==> src/rtl/adder5_arbiter.sv <==
// Two-requester round-robin front end sharing one WIDTH-bit adder, with a
// single registered result slot and a count of consumed results.
module adder5_arbiter #(
  parameter int WIDTH = 5,
  parameter int CNT_W = 8
) (
  input  logic             clk,
  input  logic             rst_n,
  input  logic             req0_valid,
  input  logic [WIDTH-1:0] req0_a,
  input  logic [WIDTH-1:0] req0_b,
  output logic             req0_ready,
  input  logic             req1_valid,
  input  logic [WIDTH-1:0] req1_a,
  input  logic [WIDTH-1:0] req1_b,
  output logic             req1_ready,
  output logic             rsp_valid,
  input  logic             rsp_ready,
  output logic             rsp_id,
  output logic [WIDTH-1:0] rsp_sum,
  output logic             rsp_carry,
  output logic [CNT_W-1:0] op_count
);

  localparam int NUM_REQ = 2;

  typedef struct packed {
    logic [WIDTH-1:0] a;
    logic [WIDTH-1:0] b;
  } req_t;

  typedef struct packed {
    logic             id;
    logic             carry;
    logic [WIDTH-1:0] sum;
  } rsp_t;

  req_t [NUM_REQ-1:0] req;
  logic [NUM_REQ-1:0] req_vld;
  logic [NUM_REQ-1:0] grant;
  logic [NUM_REQ-1:0] ready;

  logic             last_grant_q, last_grant_d;
  rsp_t             rsp_q, rsp_d;
  logic             rsp_valid_q, rsp_valid_d;
  logic [CNT_W-1:0] op_count_q, op_count_d;

  logic             can_accept;
  logic             accept;
  logic             drain;
  logic             sel;
  req_t             req_sel;
  logic [WIDTH:0]   sum_full;

  assign req_vld = {req1_valid, req0_valid};
  assign req[0]  = {req0_a, req0_b};
  assign req[1]  = {req1_a, req1_b};

  // Slot is free when empty or when its current result leaves this edge.
  assign can_accept = !rsp_valid_q || rsp_ready;

  // A lone requester always wins; on a tie the one not served last wins.
  // Ready is forced low while reset is held.
  for (genvar i = 0; i < NUM_REQ; i++) begin : g_lane
    localparam logic ID = 1'(i);
    assign grant[i] = req_vld[i] && (!req_vld[1-i] || (last_grant_q != ID));
    assign ready[i] = rst_n && can_accept && grant[i];
  end

  assign req0_ready = ready[0];
  assign req1_ready = ready[1];

  assign accept  = |ready;
  assign drain   = rsp_valid_q && rsp_ready;
  assign sel     = ready[1];
  assign req_sel = req[sel];

  // Single shared adder, one bit wider to expose the carry.
  assign sum_full = {1'b0, req_sel.a} + {1'b0, req_sel.b};

  always_comb begin
    last_grant_d = last_grant_q;
    rsp_d        = rsp_q;
    rsp_valid_d  = rsp_valid_q;
    op_count_d   = op_count_q;
    if (drain) begin
      op_count_d  = op_count_q + 1'b1;
      rsp_valid_d = 1'b0;
    end
    if (accept) begin
      last_grant_d = sel;
      rsp_d.id     = sel;
      rsp_d.carry  = sum_full[WIDTH];
      rsp_d.sum    = sum_full[WIDTH-1:0];
      rsp_valid_d  = 1'b1;
    end
  end

  always_ff @(posedge clk or negedge rst_n) begin
    if (!rst_n) begin
      last_grant_q <= 1'b1;
      rsp_q        <= '0;
      rsp_valid_q  <= 1'b0;
      op_count_q   <= '0;
    end else begin
      last_grant_q <= last_grant_d;
      rsp_q        <= rsp_d;
      rsp_valid_q  <= rsp_valid_d;
      op_count_q   <= op_count_d;
    end
  end

  assign rsp_valid = rsp_valid_q;
  assign rsp_id    = rsp_q.id;
  assign rsp_carry = rsp_q.carry;
  assign rsp_sum   = rsp_q.sum;
  assign op_count  = op_count_q;

endmodule

==> config.mk <==
export PLATFORM = sky130hd
export DESIGN_NAME = adder5_arbiter
export DESIGN_NICKNAME = d
export VERILOG_FILES = /design/src/rtl/adder5_arbiter.sv
export SDC_FILE = /design/constraint.sdc
export NUM_CORES = 1
export LEC_CHECK = 0
export CAP_MARGIN = 5
export CORE_UTILIZATION = 30
export DETAILED_ROUTE_END_ITERATION = 16
export DONT_BUFFER_PORTS = 1
export REMOVE_ABC_BUFFERS = 1
export SETUP_SLACK_MARGIN = 0.1
export SYNTH_ARGS = -nofsm -noshare
export SYNTH_HDL_FRONTEND = slang
export SYNTH_SLANG_ARGS = --single-unit
==> constraint.sdc <==
create_clock -name clk -period 2.8 [get_ports clk]
set_input_delay 0.14 -clock clk [delete_from_list [all_inputs] [get_ports clk]]
set_output_delay 0.14 -clock clk [all_outputs]
set_load 0.005 [all_outputs]
==> implementation parameters <==
Parameter                              Value

Status
  Status    completed

Floorplanning
  Die outline height    61.9 um
  Count of boundary I/O pins    43
  Overall die area    3830 um^2
  Row Count    21
  Core Area    3390 um^2
  Die extent in x    61.9 um
  Starting density of the core    31.7%

Drt
  Total DRC errors in the routed layout    0
  Detail Route met2 WL    968 um
  Met1 layer wirelength in the final routing    approximately 770 um
  Routed Wire Length    1970 um
  WL per Instance    13.8 um
  Average vias per placed instance    around 5.0
  Antenna-violating nets left    0
  Initial drt markers    17
  Met3 Wirelength    ~210 um
  Top layer reached by signal wires    met4
  First-pass detailed-route iteration total    4
  Via count    710

Layout
  Area Growth Syn to Fin    9.77%
  Final net count    130
  Proportion of layout cells with a drive suffix above 1    a little under a quarter
  Non-filler instance count after layout    143
  Total of fill cells in the finished design    roughly 340
  Total inserted antenna cells    0

Min path
  Hold depth    2
  Hold WC Path Type    input pin to flip-flop
  Startpoint of the worst hold path    rsp_ready

Setup path
  Arrival time of the worst setup path    ~2.7 ns
  Kind of launch point of the worst setup path    flip-flop
  Largest fanout on the critical path    13
  Crit Path Class    flip-flop to flip-flop
  Critical Path Sink Type    flip-flop
  Required time at the endpoint of the critical path    2.97 ns
  Worst setup path start    rsp_valid
  Startpoint of the lowest-slack register-to-register path    rsp_valid
  Count of cells along the worst register-to-register path    8

Clocking
  Number of buffers created by CTS    3
  Root cell of the clock tree    sky130_fd_sc_hd__clkbuf_4
  CTS H-Tree Depth    1
  Buffers inserted by post-CTS timing repair    0
  Clock slew at reported path FFs    0.09 ns
  Clock tree from TritonCTS    done
  CTS Buffer Depth    2
  Insertion delay of the later-clocked pin in the worst-skew pair    around 0.28 ns
  Sink Count    17
  CTS-repair resized insts    0

Timing
  Post-route clock skew    approximately 0.0033 ns
  Remaining max-slew budget at the tightest pin    about half
  Achievable clock frequency    403 MHz
  RSZ-0062 raised after global routing    false
  Slew Limit Fails    0
  Tightest Pin Transition    0.749 ns
  Final setup vio count    0
  Final Worst Setup Slack    0.316 ns
  Setup TNS    0 ns
  Number of endpoints with negative hold slack in the final report    0
  Final worst path period need    2.48 ns
  Ratio of final minimum period to clock period    88.7%
  Worst hold slack across all endpoints    0.0228 ns

Synth
  Register bit count reported by yosys    17
  Number of warning messages in the yosys log    0
  Post-Syn Area per Cell    11.7 um^2
  Synth cell types    28
  Proportion of netlist area held by the largest area contributor    between 30% and 40%
  Sequential share of the synthesized area    39.7%
  Gate count of the mapped netlist    92
  Mapped cell area    1080 um^2
  Cell type with the largest total area after synthesis    sky130_fd_sc_hd__dfrtp_1
  Cell types with the largest area share after synthesis    sky130_fd_sc_hd__dfrtp_1 (37%), sky130_fd_sc_hd__mux2_4 (14%), sky130_fd_sc_hd__ha_1 (7.0%)

GRT
  Total global-route track usage    between 10% and 20%
  Number of antenna violations at the first check in global routing    0
  First-pass GRT wire length    3000 um
  Final global-route overflow total    0
  Via count of the first global-routing pass    698
  Largest net degree at the start of global routing    18

Place
  # port buffers    0
  Dpl ws    0.229 ns
  Total placed cells including tap cells    approximately 140
  Dpl hpwl    1600 um
  Global placer's final weighted congestion    around 0.69

Pwr
  Final Power    0.781 mW
  Power per Cell Area    around 660 nW/um^2
  Leak    between 0.5 and 0.6 nW
  Worst supply voltage drop on vdd    around 0.00022 V

Job
  Max-Cap Viols    0
[power breakdown]
group | internal (mW) | total, mW | switching (mW)
registers | 0.330 | 0.423 | 0.0935
logic | 0.131 | 0.231 | 0.100
clock network | 0.0553 | 0.126 | 0.0711
[logic make-up after synthesis]
group	count (synthesis)	synth area share (%)
multiplexers	14	18.1
XOR/XNOR	8	6.51
flip-flops	17	39.7
AO/OA/AOI/OAI	16	12.4
adder cells (fa/ha/maj)	7	8.84
AND/OR/NAND/NOR	22	10.8
buffers and inverters	8	3.60
[cell usage in the layout (no fill, tap or decap), types with 2 or more instances in the layout]
cell type	count
sky130_fd_sc_hd__clkbuf_4	3
sky130_fd_sc_hd__o31ai_1	4
sky130_fd_sc_hd__dfrtp_1	16
sky130_fd_sc_hd__nor2_1	4
sky130_fd_sc_hd__o2111ai_1	2
sky130_fd_sc_hd__mux2_2	4
sky130_fd_sc_hd__xnor2_1	4
sky130_fd_sc_hd__inv_1	6
sky130_fd_sc_hd__a21o_1	2
sky130_fd_sc_hd__nand3_1	5
sky130_fd_sc_hd__ha_1	6
sky130_fd_sc_hd__xor2_1	4
sky130_fd_sc_hd__mux2_4	10
sky130_fd_sc_hd__nand2_1	5
sky130_fd_sc_hd__a21oi_1	4
sky130_fd_sc_hd__and3b_1	2
sky130_fd_sc_hd__a21boi_0	2
[critical path, stage by stage (launching register included)]
cell and delay [ns]:
sky130_fd_sc_hd__dfrtp_1 0.38, sky130_fd_sc_hd__nor2b_2 0.19, sky130_fd_sc_hd__a2111oi_4 0.25, sky130_fd_sc_hd__buf_12 0.19, sky130_fd_sc_hd__mux2_4 0.30, sky130_fd_sc_hd__ha_1 0.22, sky130_fd_sc_hd__fa_1 0.40, sky130_fd_sc_hd__xor2_1 0.17
sky130_fd_sc_hd__mux2_4 0.26
[worst paths after layout]
kind | to | slack, ns
worst min-delay path | op_count[2] | 0.02
worst max register to register | rsp_sum[2] | 0.32
max in group asynchronous | rsp_sum[2] | 1.97
worst max-delay path | rsp_sum[2] | 0.32
min in group asynchronous | op_count[2] | 0.36
worst min register to register | op_count[7] | 0.50
[area by class of cell]
cell class | count | area [um^2] | share of cell area (%)
clock buffer | 4 | 26.3 | 2.22
inverter | 6 | 22.5 | 1.91
multi-input combinational | 67 | 611 | 51.7
sequential | 17 | 427 | 36.1
tap | 46 | 57.6 | 4.87
timing repair buffer | 3 | 37.5 | 3.18
[metal layers]
layer / vias to the layer above / GRT usage [%]
li1: 342 / -
met1: 330 / 11.6
met2: 36 / 20.1
met3: 2 / 4.35
met4: 0 / 2.86
met5: - / 0
[Yosys cell counts]
cell / number
sky130_fd_sc_hd__a2bb2oi_1: 1
sky130_fd_sc_hd__a2111oi_4: 1
sky130_fd_sc_hd__or2b_1: 1
sky130_fd_sc_hd__nor2_1: 4
sky130_fd_sc_hd__a21o_1: 2
sky130_fd_sc_hd__o2111ai_1: 2
sky130_fd_sc_hd__buf_6: 1
sky130_fd_sc_hd__nand2_1: 5
sky130_fd_sc_hd__fa_1: 1
sky130_fd_sc_hd__dfrtp_1: 16
sky130_fd_sc_hd__xor2_1: 4
sky130_fd_sc_hd__xnor2_1: 4
sky130_fd_sc_hd__o31ai_1: 4
sky130_fd_sc_hd__nor2b_2: 1
sky130_fd_sc_hd__nand4_1: 1
sky130_fd_sc_hd__or3_1: 1
sky130_fd_sc_hd__inv_1: 6
sky130_fd_sc_hd__nor3_1: 1
sky130_fd_sc_hd__a21oi_1: 4
sky130_fd_sc_hd__and3b_1: 2
sky130_fd_sc_hd__ha_1: 6
sky130_fd_sc_hd__mux2_4: 10
sky130_fd_sc_hd__nor4_1: 1
sky130_fd_sc_hd__buf_2: 1
sky130_fd_sc_hd__dfstp_2: 1
sky130_fd_sc_hd__a21boi_0: 2
sky130_fd_sc_hd__mux2_2: 4
sky130_fd_sc_hd__nand3_1: 5
[sequential cells by signal (all words and copies together) (netlist names)]
register      cells
op_count          8
rsp_sum           5
rsp_id            1
last_grant_q      1
rsp_carry         1
rsp_valid         1
[repair_timing]
item                                    CTS  global route
hold endpoints to repair                 17             0
endpoints found under the setup margin    0             1
hold buffers                              1             0
[per-stage QoR]
stage	util (%)	area, um^2
detailed placement	33.8	1140
finish	34.8	1180
global route	34.8	1180
global placement	33.8	1140
CTS	34.8	1180
floorplan	-	1060
(Power assumes the default switching activity.)
